==> config.mk <==
export PLATFORM = sky130hd
export DESIGN_NAME = spi_master_mc_flat
export DESIGN_NICKNAME = d
export VERILOG_FILES = /design/src/rtl/spi_mc_pkg.sv /design/src/rtl/spi_master_mc_if.sv /design/src/rtl/spi_mc_clkgen.sv /design/src/rtl/spi_master_mc.sv /design/src/flat_wrapper.sv
export SDC_FILE = /design/constraint.sdc
export NUM_CORES = 1
export LEC_CHECK = 0
export ABC_AREA = 1
export CAP_MARGIN = 20
export CORE_UTILIZATION = 54
export DETAILED_ROUTE_END_ITERATION = 10
export PLACE_DENSITY = 0.89
export RECOVER_POWER = 25
export REMOVE_ABC_BUFFERS = 1
export SYNTH_ARGS = -nofsm -noshare
export SYNTH_HDL_FRONTEND = slang
export SYNTH_HIERARCHICAL = 1
export SYNTH_SLANG_ARGS = --single-unit
==> constraint.sdc <==
create_clock -name clk -period 2.8 [get_ports clk]
set_input_delay 0.84 -clock clk [delete_from_list [all_inputs] [get_ports clk]]
set_output_delay 0.84 -clock clk [all_outputs]
set_load 0.05 [all_outputs]
==> src/rtl/spi_mc_pkg.sv <==
// Shared types and constants for the multi-endpoint SPI master.
// The optional self-test loopback is enabled by defining SPI_LOOPBACK_EN.
package spi_mc_pkg;

  typedef enum logic [2:0] {
    IDLE  = 3'd0,
    LEAD  = 3'd1,
    XFER  = 3'd2,
    WAIT  = 3'd3,
    TRAIL = 3'd4
  } state_t;

  // Mode constants, packed as {cpol, cpha}
  localparam logic [1:0] SPI_MODE0 = 2'b00;
  localparam logic [1:0] SPI_MODE1 = 2'b01;
  localparam logic [1:0] SPI_MODE2 = 2'b10;
  localparam logic [1:0] SPI_MODE3 = 2'b11;

  function automatic int cs_sel_w(input int num_cs);
    return (num_cs > 1) ? $clog2(num_cs) : 1;
  endfunction

endpackage

==> src/rtl/spi_master_mc_if.sv <==
// Word-level bus between the register/DMA side and the SPI master.
// master = word producer/consumer, slave = the SPI master block.
interface spi_master_mc_if
  import spi_mc_pkg::*;
#(
  parameter int DWIDTH = 8,
  parameter int NUM_CS = 4
) ();

  localparam int CS_SEL_W = cs_sel_w(NUM_CS);

  // A word moves on a clock edge where tx_valid && tx_ready; tx_data, tx_last and
  // cs_sel must be stable while tx_valid waits. rx_valid is a one-cycle pulse with
  // no backpressure.
  logic                tx_valid;
  logic                tx_ready;
  logic [DWIDTH-1:0]   tx_data;
  logic                tx_last;
  logic [CS_SEL_W-1:0] cs_sel;
  logic                rx_valid;
  logic [DWIDTH-1:0]   rx_data;

  modport master (
    output tx_valid, tx_data, tx_last, cs_sel,
    input  tx_ready, rx_valid, rx_data
  );

  modport slave (
    input  tx_valid, tx_data, tx_last, cs_sel,
    output tx_ready, rx_valid, rx_data
  );

endinterface

==> src/rtl/spi_mc_clkgen.sv <==
// SCLK generator: half-period divider, tick and leading/trailing edge strobes.
// Outside a transfer sclk follows the supplied idle level.
module spi_mc_clkgen #(
  parameter int DIV_WIDTH = 8
) (
  input  logic                 clk,
  input  logic                 rst,
  input  logic                 en,
  input  logic                 toggle,
  input  logic                 cpol,
  input  logic [DIV_WIDTH-1:0] clk_div,
  output logic                 tick,
  output logic                 lead,
  output logic                 trail,
  output logic                 sclk
);

  logic [DIV_WIDTH-1:0] cnt;

  assign tick  = en && (cnt == clk_div);
  assign lead  = tick && toggle && (sclk == cpol);
  assign trail = tick && toggle && (sclk != cpol);

  always_ff @(posedge clk) begin
    if (rst || !en || tick) cnt <= '0;
    else                    cnt <= cnt + 1'b1;
  end

  always_ff @(posedge clk) begin
    if (rst)         sclk <= 1'b0;
    else if (!toggle) sclk <= cpol;
    else if (tick)    sclk <= ~sclk;
  end

endmodule

==> src/rtl/spi_master_mc.sv <==
// SPI master with per-frame chip select, all four modes and selectable bit order.
// Define SPI_LOOPBACK_EN to add the loopback self-test input.
module spi_master_mc
  import spi_mc_pkg::*;
#(
  parameter int DWIDTH    = 8,
  parameter int NUM_CS    = 4,
  parameter int DIV_WIDTH = 8
) (
  input  logic                 clk,
  input  logic                 rst,
  spi_master_mc_if.slave       bus,
  input  logic                 cpol,
  input  logic                 cpha,
  input  logic                 lsb_first,
  input  logic [DIV_WIDTH-1:0] clk_div,
`ifdef SPI_LOOPBACK_EN
  input  logic                 loopback,
`endif
  output logic                 busy,
  output logic                 sclk,
  output logic                 mosi,
  input  logic                 miso,
  output logic [NUM_CS-1:0]    cs_n,
  output state_t               dbg_state
);

  localparam int CS_SEL_W = cs_sel_w(NUM_CS);
  localparam int EW       = $clog2(2 * DWIDTH);
  localparam logic [EW-1:0] EDGE_LAST = EW'(2 * DWIDTH - 1);

  state_t state, state_nx;

  logic                 cpol_q, cpha_q, lsb_q, last_q;
  logic [DIV_WIDTH-1:0] div_q;
  logic [DWIDTH-1:0]    tx_sh, rx_sh, rx_nx, rx_data_q;
  logic [EW-1:0]        edge_cnt;
  logic                 rx_valid_q;
  logic                 tick, lead, trail;
  logic                 accept, in_xfer, last_edge, capture, shift_en, cap_bit;

  function automatic logic [NUM_CS-1:0] cs_decode(input logic [CS_SEL_W-1:0] sel);
    cs_decode = '1;
    for (int i = 0; i < NUM_CS; i++)
      if (sel == CS_SEL_W'(i)) cs_decode[i] = 1'b0;
  endfunction

  assign bus.tx_ready = (state == IDLE) || (state == WAIT);
  assign bus.rx_valid = rx_valid_q;
  assign bus.rx_data  = rx_data_q;
  assign busy         = (state != IDLE);
  assign dbg_state    = state;
  assign accept       = bus.tx_valid && bus.tx_ready;
  assign in_xfer      = (state == XFER);

  spi_mc_clkgen #(.DIV_WIDTH(DIV_WIDTH)) u_clkgen (
    .clk     (clk),
    .rst     (rst),
    .en      ((state == LEAD) || in_xfer || (state == TRAIL)),
    .toggle  (in_xfer),
    .cpol    ((state == IDLE) ? cpol : cpol_q),
    .clk_div (div_q),
    .tick    (tick),
    .lead    (lead),
    .trail   (trail),
    .sclk    (sclk)
  );

`ifdef SPI_LOOPBACK_EN
  logic lb_q;
  assign cap_bit = lb_q ? mosi : miso;
`else
  assign cap_bit = miso;
`endif

  assign mosi      = lsb_q ? tx_sh[0] : tx_sh[DWIDTH-1];
  assign last_edge = in_xfer && tick && (edge_cnt == EDGE_LAST);
  assign capture   = in_xfer && (cpha_q ? trail : lead);
  // cpha=1 presents bit 0 at accept, so the first leading edge must not shift
  assign shift_en  = in_xfer && (cpha_q ? (lead && (edge_cnt != '0)) : (trail && !last_edge));

  always_comb begin
    rx_nx = rx_sh;
    if (capture) rx_nx = lsb_q ? {cap_bit, rx_sh[DWIDTH-1:1]} : {rx_sh[DWIDTH-2:0], cap_bit};
  end

  always_ff @(posedge clk) begin
    if (rst) state <= IDLE;
    else     state <= state_nx;
  end

  always_comb begin
    state_nx = state;
    case (state)
      IDLE:    if (accept)    state_nx = LEAD;
      LEAD:    if (tick)      state_nx = XFER;
      XFER:    if (last_edge) state_nx = last_q ? TRAIL : WAIT;
      WAIT:    if (accept)    state_nx = XFER;
      TRAIL:   if (tick)      state_nx = IDLE;
      default:                state_nx = IDLE;
    endcase
  end

  always_ff @(posedge clk) begin
    if (rst) begin
      cpol_q     <= 1'b0;
      cpha_q     <= 1'b0;
      lsb_q      <= 1'b0;
      last_q     <= 1'b0;
      div_q      <= '0;
      tx_sh      <= '0;
      rx_sh      <= '0;
      rx_data_q  <= '0;
      rx_valid_q <= 1'b0;
      edge_cnt   <= '0;
      cs_n       <= '1;
`ifdef SPI_LOOPBACK_EN
      lb_q       <= 1'b0;
`endif
    end else begin
      rx_valid_q <= last_edge;
      if (last_edge) rx_data_q <= rx_nx;

      if (accept) begin
        tx_sh    <= bus.tx_data;
        last_q   <= bus.tx_last;
        rx_sh    <= '0;
        edge_cnt <= '0;
      end else if (in_xfer && tick) begin
        edge_cnt <= edge_cnt + 1'b1;
        rx_sh    <= rx_nx;
        if (shift_en) tx_sh <= lsb_q ? (tx_sh >> 1) : (tx_sh << 1);
      end

      // Frame configuration is taken only on the first word of a frame
      if (accept && (state == IDLE)) begin
        cpol_q <= cpol;
        cpha_q <= cpha;
        lsb_q  <= lsb_first;
        div_q  <= clk_div;
`ifdef SPI_LOOPBACK_EN
        lb_q   <= loopback;
        cs_n   <= loopback ? '1 : cs_decode(bus.cs_sel);
`else
        cs_n   <= cs_decode(bus.cs_sel);
`endif
      end else if ((state == TRAIL) && tick) begin
        cs_n <= '1;
      end
    end
  end

endmodule

==> src/flat_wrapper.sv <==
// flat-port wrapper written by rule: the top's interface ports become plain ports
module spi_master_mc_flat import spi_mc_pkg::*;
#(
  parameter int DWIDTH    = 8,
  parameter int NUM_CS    = 4,
  parameter int DIV_WIDTH = 8
)
  (clk, rst, cpol, cpha, lsb_first, clk_div, busy, sclk, mosi, miso, cs_n, dbg_state, bus_tx_valid, bus_tx_data, bus_tx_last, bus_cs_sel, bus_tx_ready, bus_rx_valid, bus_rx_data);
  spi_master_mc_if #(.DWIDTH(DWIDTH), .NUM_CS(NUM_CS)) bus_i ();
  input  logic clk;
  input  logic rst;
  input  logic cpol;
  input  logic cpha;
  input  logic lsb_first;
  input  logic [DIV_WIDTH-1:0] clk_div;
  output logic busy;
  output logic sclk;
  output logic mosi;
  input  logic miso;
  output logic [NUM_CS-1:0] cs_n;
  output state_t dbg_state;
  input wire logic [$bits(bus_i.tx_valid)-1:0] bus_tx_valid;
  input wire logic [$bits(bus_i.tx_data)-1:0] bus_tx_data;
  input wire logic [$bits(bus_i.tx_last)-1:0] bus_tx_last;
  input wire logic [$bits(bus_i.cs_sel)-1:0] bus_cs_sel;
  output wire logic [$bits(bus_i.tx_ready)-1:0] bus_tx_ready;
  output wire logic [$bits(bus_i.rx_valid)-1:0] bus_rx_valid;
  output wire logic [$bits(bus_i.rx_data)-1:0] bus_rx_data;
  assign bus_i.tx_valid = bus_tx_valid;
  assign bus_i.tx_data = bus_tx_data;
  assign bus_i.tx_last = bus_tx_last;
  assign bus_i.cs_sel = bus_cs_sel;
  assign bus_tx_ready = bus_i.tx_ready;
  assign bus_rx_valid = bus_i.rx_valid;
  assign bus_rx_data = bus_i.rx_data;
  spi_master_mc #(.DWIDTH(DWIDTH), .NUM_CS(NUM_CS), .DIV_WIDTH(DIV_WIDTH)) u_core (.clk(clk), .rst(rst), .bus(bus_i), .cpol(cpol), .cpha(cpha), .lsb_first(lsb_first), .clk_div(clk_div), .busy(busy), .sclk(sclk), .mosi(mosi), .miso(miso), .cs_n(cs_n), .dbg_state(dbg_state));
endmodule
After elaboration in Yosys (flattened, before gate mapping)
Index checks and enable logic that the tools add are counted.
- bitwise operators: 1
- equal/unequal tests: 17
- reductions and logical operators: 29
- $add $sub $neg: 2
- muxes and demuxes: 25
- operator list (kind ; number):
    8-bit 2-to-1 mux ; 6
    3-bit 2-to-1 mux ; 6
    3-bit case mux with 5 select lines ; 1
    1-bit logical AND ; 12
    1-bit 2-to-1 mux ; 10
    2-bit by 1-bit inequality test with 1-bit output (second input constant) ; 5
    8-bit by 1-bit adder with 8-bit output (second input constant) ; 1
    8-bit == test ; 1
    4-bit 2-to-1 mux ; 2
    3-bit by 2-bit == test with 1-bit output (second input constant) ; 2
    2-bit nonzero test ; 3
    1-bit logical OR ; 5
    5-bit AND reduction ; 1
    4-bit by 1-bit adder with 4-bit output (second input constant) ; 1
    2-bit == test (second input constant) ; 2
    4-bit == test (second input constant) ; 1
    4-bit nonzero test ; 1
    3-bit by 1-bit == test with 1-bit output (second input constant) ; 1
    3-bit == test (second input constant) ; 1
    3-bit logical NOT ; 1
    3-bit nonzero test ; 1
    2-bit by 1-bit == test with 1-bit output (second input constant) ; 1
    1-bit logical NOT ; 2
    2-bit logical NOT ; 1
    other kinds (6) ; 6
- word-level logic and storage cells: 88
- input port bits: 26
- output and inout bits: 20
- register bits after elaboration: 57

Longest topological paths before layout
- depth in word-level cells: 13
- depth in mapped cells: 21
- gate-level depth less buffers: 20

By module
The synthesis kept the hierarchy.
- modules (own cells, without submodules) (module ; times used ; area an instance (µm²) ; sequential area each (µm²) ; cells each):
    spi_master_mc ; 1 ; 2504.9 ; 960.9 ; 360
    spi_mc_clkgen ; 1 ; 605.6 ; 180.2 ; 93

Worst setup path before layout
No wires, ideal clock.
- kind: reg2reg
- start: register u_core.state[1], in the netlist u_core/dbg_state[1]
- end: register u_core.rx_data_q[1], in the netlist u_core/bus.rx_data[1]
- required time: 2.687 ns
- arrival: 2.559 ns
- clock period less this slack: 2.672 ns
- path slack: 0.128 ns
- setup time: 0.113 ns
- stages on the path, launching flop included: 20
- buffers on the path: 1
- cells stage by stage: dfxtp_1 -> nand2_2 -> nor2_4 -> inv_2 -> nand3_1 -> inv_1 -> a21oi_1 -> nand3_1 -> nor2_4 -> nand2_4 -> inv_2 -> nand2_2 -> nor2_1 -> or2_2 -> o21ai_1 -> nor2_4 -> buf_6 -> o21ai_1 -> o21ai_1 -> inv_1
- word-level cells in the longest chain between the ends: 9
- elaborated cells between the ends (all ways): 17
- those cells by class: eq/ne (5); mux (3); reduce/logical (9)
- RTL lines (item ; RTL line ; RTL):
    from (decl) ; spi_master_mc.sv:32 ; state_t state, state_nx;
    from (signal assigned) ; spi_master_mc.sv:89 ; else state <= state_nx;
    3-bit by 2-bit == test with 1-bit output ; spi_master_mc.sv:54 ; assign in_xfer = (state == XFER);
    net u_core.in_xfer ; spi_master_mc.sv:40 ; logic accept, in_xfer, last_edge, capture, shift_en, cap_bit;
    1-bit logical OR (2 in series) ; spi_master_mc.sv:59 ; .en ((state == LEAD) || in_xfer || (state == TRAIL)),
    1-bit logical AND ; spi_mc_clkgen.sv:20 ; assign tick = en && (cnt == clk_div);
    net u_core.tick ; spi_master_mc.sv:39 ; logic tick, lead, trail;
    1-bit logical AND (2 in series) ; spi_mc_clkgen.sv:21 ; assign lead = tick && toggle && (sclk == cpol);
    net u_core.lead ; spi_master_mc.sv:39 ;
    1-bit 2-to-1 mux ; spi_master_mc.sv:78 ; assign capture = in_xfer && (cpha_q ? trail : lead);
    1-bit logical AND ; spi_master_mc.sv:78 ;
    8-bit 2-to-1 mux ; spi_master_mc.sv:84 ; if (capture) rx_nx = lsb_q ? {cap_bit, rx_sh[DWIDTH-1:1]} : {rx_sh[DWIDTH-2:0], cap_bit};
    to (signal assigned) ; spi_master_mc.sv:122 ; if (last_edge) rx_data_q <= rx_nx;
    to (decl) ; spi_master_mc.sv:36 ; logic [DWIDTH-1:0] tx_sh, rx_sh, rx_nx, rx_data_q;
The timed path passes the listed nets, and every way through them passes these cells.
A chain may end at the register's enable or synchronous reset.

Worst setup path after layout
- start: input cpol
- end: register u_core.rx_sh[1]
- word-level cells in the longest chain between the ends: 6
- elaborated cells between the ends (all ways): 8
- those cells by class: eq/ne (2); mux (3); reduce/logical (3)
- RTL lines (item ; RTL line ; RTL):
    from (decl) ; flat_wrapper.sv:12 ; input logic cpol;
    1-bit 2-to-1 mux ; spi_master_mc.sv:61 ; .cpol ((state == IDLE) ? cpol : cpol_q),
    1-bit == test ; spi_mc_clkgen.sv:21 ;
    1-bit logical AND ; spi_mc_clkgen.sv:21 ;
    net u_core.lead ; spi_master_mc.sv:39 ;
    1-bit 2-to-1 mux ; spi_master_mc.sv:78 ;
    1-bit logical AND ; spi_master_mc.sv:78 ;
    8-bit 2-to-1 mux ; spi_master_mc.sv:84 ;
    to (signal assigned) ; spi_master_mc.sv:131 ; rx_sh <= rx_nx;
    to (decl) ; spi_master_mc.sv:36 ;
The timed path passes the listed nets, and every way through them passes these cells.

==> results by group <==
Clock tree
  – Root buffer cell: clkbuf_8
  – # hold bufs at CTS: 0
  – Clk pin slew, worst setup/hold paths: 0.07 ns
  – Clock Latency Late Sink: 0.35 ns
  – TritonCTS Buffers: 9
  – CTS Buffer Depth: 2
  – TritonCTS clock tree: built
  – H-tree levels: 3
  – CTS sink count: 57

Die
  – CORE AREA: 0.005540 mm^2
  – Die area: 0.006068 mm^2
  – # rows: 27
  – Number of I/O pins: 46
  – Starting density of the core: 0.5614
  – Chip Width: 77.90 um
  – Die height: 77.90 um

Worst setup path
  – Crit path capture type: flop
  – Critical Path RT: 3.04 ns
  – R2R Path Start: u_core/dbg_state[2]
  – Internal reg-to-reg setup slack: 0.25 ns
  – Critical path peak fanout: 16
  – R2r worst-path depth: 20
  – Crit path capture: u_core/rx_sh[1]
  – Kind of critical path: in -> reg
  – Worst EP arrival: 2.90 ns
  – CP Launch Type: input pin
  – Worst Setup SP: cpol
  – Reg2reg end: u_core/rx_sh[1]

Logic synthesis
  – Synth top area cells: dfxtp_1 (37%), nand2_1 (12%), inv_1 (8.2%)
  – Synth top area share: 0.3669
  – Sequential area share after synthesis: 0.3669
  – Synthesis warning total: 6
  – Synthesis-stage register bit count: 57
  – Cell count after synthesis: 453
  – Syn_area_per_cell: 6.866 um^2
  – Leading area contributor after synthesis: dfxtp_1
  – Cell variety after synth: 29
  – Mapped Area: 0.003110 mm^2

Global route
  – Overflow after GRT: 0
  – Largest net degree at the start of global routing: 31
  – Antenna violations before repair: 0
  – Vias in the first global route: 2753
  – M3 GR Usage: 0.04824
  – GRT Resource Usage Total: 0.2534
  – Busiest grt layer: met2
  – Met2 Resource Use GR: 0.4230
  – Grt met1 use: 0.3067
  – First-pass GRT wire length: 12010 um

Place
  – Port buffer count: 45
  – Worst slack, placed: -0.02226 ns
  – Gpl congestion: 0.7877
  – Dpl hpwl: 4748 um

Power
  – Post-route total power: 3.437 mW
  – Int Pwr: 2.030 mW
  – Clock network power share: 0.283
  – Power per Cell Area: 886.1 mW/mm^2
  – Flop pwr share: 0.310
  – Pleak: 1.722 nW
  – Comb pwr share: 0.407
  – Switching portion of total power: 0.4092
  – Net Sw Power: 1.406 mW
  – Peak VDD IR: 0.6147 mV

Timing
  – # setup viols final: 0
  – Pins Over Slew Limit: 0
  – Fin Hold WS: 0.4536 ns
  – Slew HR: 0.6509
  – Crit path time final: 2.661 ns
  – TNS Setup: 0 ns
  – Tightest Pin Transition: 0.5182 ns
  – Final Skew: 0.01421 ns
  – RSZ-0062 raised after global routing: true
  – Final cycle utilization of the critical path: 0.9502
  – Hold Vio Cnt, Final: 0
  – Fin worst setup slack: 0.1394 ns
  – Fmax: 375.9 MHz

Routing
  – Routed WL: 7057 um
  – Drt drc: 0
  – Total vias in the final route: 2962
  – Drt via density: 5.116
  – Average wire per standard cell: 12.19 um
  – Antenna Nets Post-Route: 0
  – 1st-iter DRT viols: 198
  – DRT Pass-1 Iters: 5

Final layout
  – Nets@finish: 531
  – Layout area overhead: 24.70%
  – FILL cells: 446
  – Final Core Density: 0.7001
  – Layout cells sized above 1: 0.1519
  – Number of diodes: 0

Min path
  – Type of the worst min-delay path: reg -> reg
  – Hold Startpoint: u_core/cpol_q

Run
  – Max-Cap Viols: 0

Run status
  – Status: complete, no violations
==> routing by layer <==
metal | up-vias | wire (um)
met5 | - | 0
met4 | 0 | 155
met3 | 15 | 389
met2 | 100 | 3426
met1 | 1332 | 3085
li1 | 1515 | -
==> synth_stat cells <==
cell type / count
or2_2: 1
o21ai_1: 23
dfxtp_1: 57
nand4_1: 2
nand2_2: 4
inv_2: 7
nor2_4: 4
xor2_1: 3
xnor2_1: 1
nand2_8: 1
nand2_1: 101
ha_1: 3
nor2_2: 4
o32ai_1: 4
nor2_1: 48
buf_12: 1
buf_6: 4
o21ai_0: 31
a21oi_4: 1
buf_2: 5
nand3_2: 7
a21oi_2: 10
or2_0: 1
nand2_4: 5
nand3_1: 24
clkbuf_1: 8
inv_1: 68
nor3b_2: 2
a21oi_1: 23
==> per-stage QoR <==
| step | instances | area, um^2 |
|---|---|---|
| finish | 579 | 3879 |
| global route | 579 | 3879 |
| CTS | 577 | 3856 |
| detailed placement | 561 | 3608 |
| global placement | 561 | 3608 |
| floorplan | 435 | 2990 |
==> state kept, by name (all words and copies together) (netlist names) <==
register              count
u_core/lsb_q              1
u_core/dbg_state          3
u_core/cpol_q             1
u_core/u_clkgen/sclk      1
u_core/last_q             1
u_core/bus.rx_valid       1
u_core/tx_sh              8
u_core/div_q              8
u_core/edge_cnt           4
u_core/bus.rx_data        8
u_core/cpha_q             1
u_core/rx_sh              8
u_core/cs_n               4
u_core/u_clkgen/cnt       8
==> placed cells by master (no fill, tap or decap) <==
master / instances
nand2_1: 101
nor2_1: 47
clkdlybuf4s50_1: 42
nand2_4: 5
nand3_2: 7
dfxtp_1: 55
o21ai_0: 31
or2_2: 1
o32ai_1: 4
dlymetal6s2s_1: 1
nor3b_2: 2
a21oi_1: 23
inv_1: 68
bufinv_16: 3
buf_12: 1
clkinv_4: 2
nand4_1: 2
a21oi_2: 10
inv_2: 7
dfxtp_2: 2
nand2_8: 1
buf_4: 11
nor2_2: 5
or2_0: 1
inv_6: 2
a21oi_4: 1
nand2_2: 4
xnor2_1: 1
clkbuf_8: 9
o21ai_1: 23
xor2_1: 3
ha_1: 3
nor2_4: 4
nand3_1: 24
dlygate4sd2_1: 1
==> worst max-delay path, stage by stage <==
cell,delay [ns]
clkdlybuf4s50_1,0.47
nor2_1,0.05
a21oi_1,0.21
xnor2_1,0.13
inv_1,0.09
nor2_2,0.05
or2_2,0.26
o21ai_1,0.16
nor2_4,0.06
buf_12,0.15
nand2_1,0.06
o21ai_1,0.08
o21ai_1,0.21
inv_1,0.08
==> kinds of logic (layout without fill, tap and decap cells) <==
group	count (synthesis)	count (layout)	synth area share
flops	57	57	0.3669
xor+xnor	4	4	0.01127
fa+ha+maj	3	3	0.01207
simple gates	204	204	0.3121
buf+inv	93	147	0.1291
compound gates	92	92	0.1685
==> how the worst min path moves through the flow <==
stage / to / slack [ns] / cells after the start
5_1_grt: u_core/cpol_q / 0.48 / 2
2_1_floorplan: u_core/cpol_q / 0.43 / 2
3_3_place_gp: u_core/cpol_q / 0.44 / 2
6_report: u_core/cpol_q / 0.45 / 2
3_5_place_dp: u_core/cpol_q / 0.45 / 2
4_1_cts: u_core/cpol_q / 0.46 / 2
==> power groups by stage <==
stage          registers (mW)  logic (mW)  clock network (mW)
2_1_floorplan            1.17       0.917                   0
3_3_place_gp             1.08        1.33                   0
3_5_place_dp             1.08        1.37                   0
4_1_cts                  1.06        1.37               0.983
5_1_grt                  1.08        1.55                1.02
6_report                 1.07        1.40               0.972
==> repair_timing <==
action	in CTS	in global routing
buffers inserted	0	2
cloned	0	0
pin swaps	0	3
gates resized for setup	1	4
setup endpoints to repair	1	18
==> layout make-up <==
class                           instances  area (um^2)  share of cell area
Clock inverter                          7        125.1             0.03226
Tap cell                               72        90.09             0.02323
Multi-Input combinational cell        303         1570              0.4048
Clock buffer                            9        123.9             0.03194
Inverter                               75        281.5             0.07258
Timing Repair Buffer                   56        544.3              0.1403
Sequential cell                        57         1144              0.2948
(Power assumes the default switching activity.)
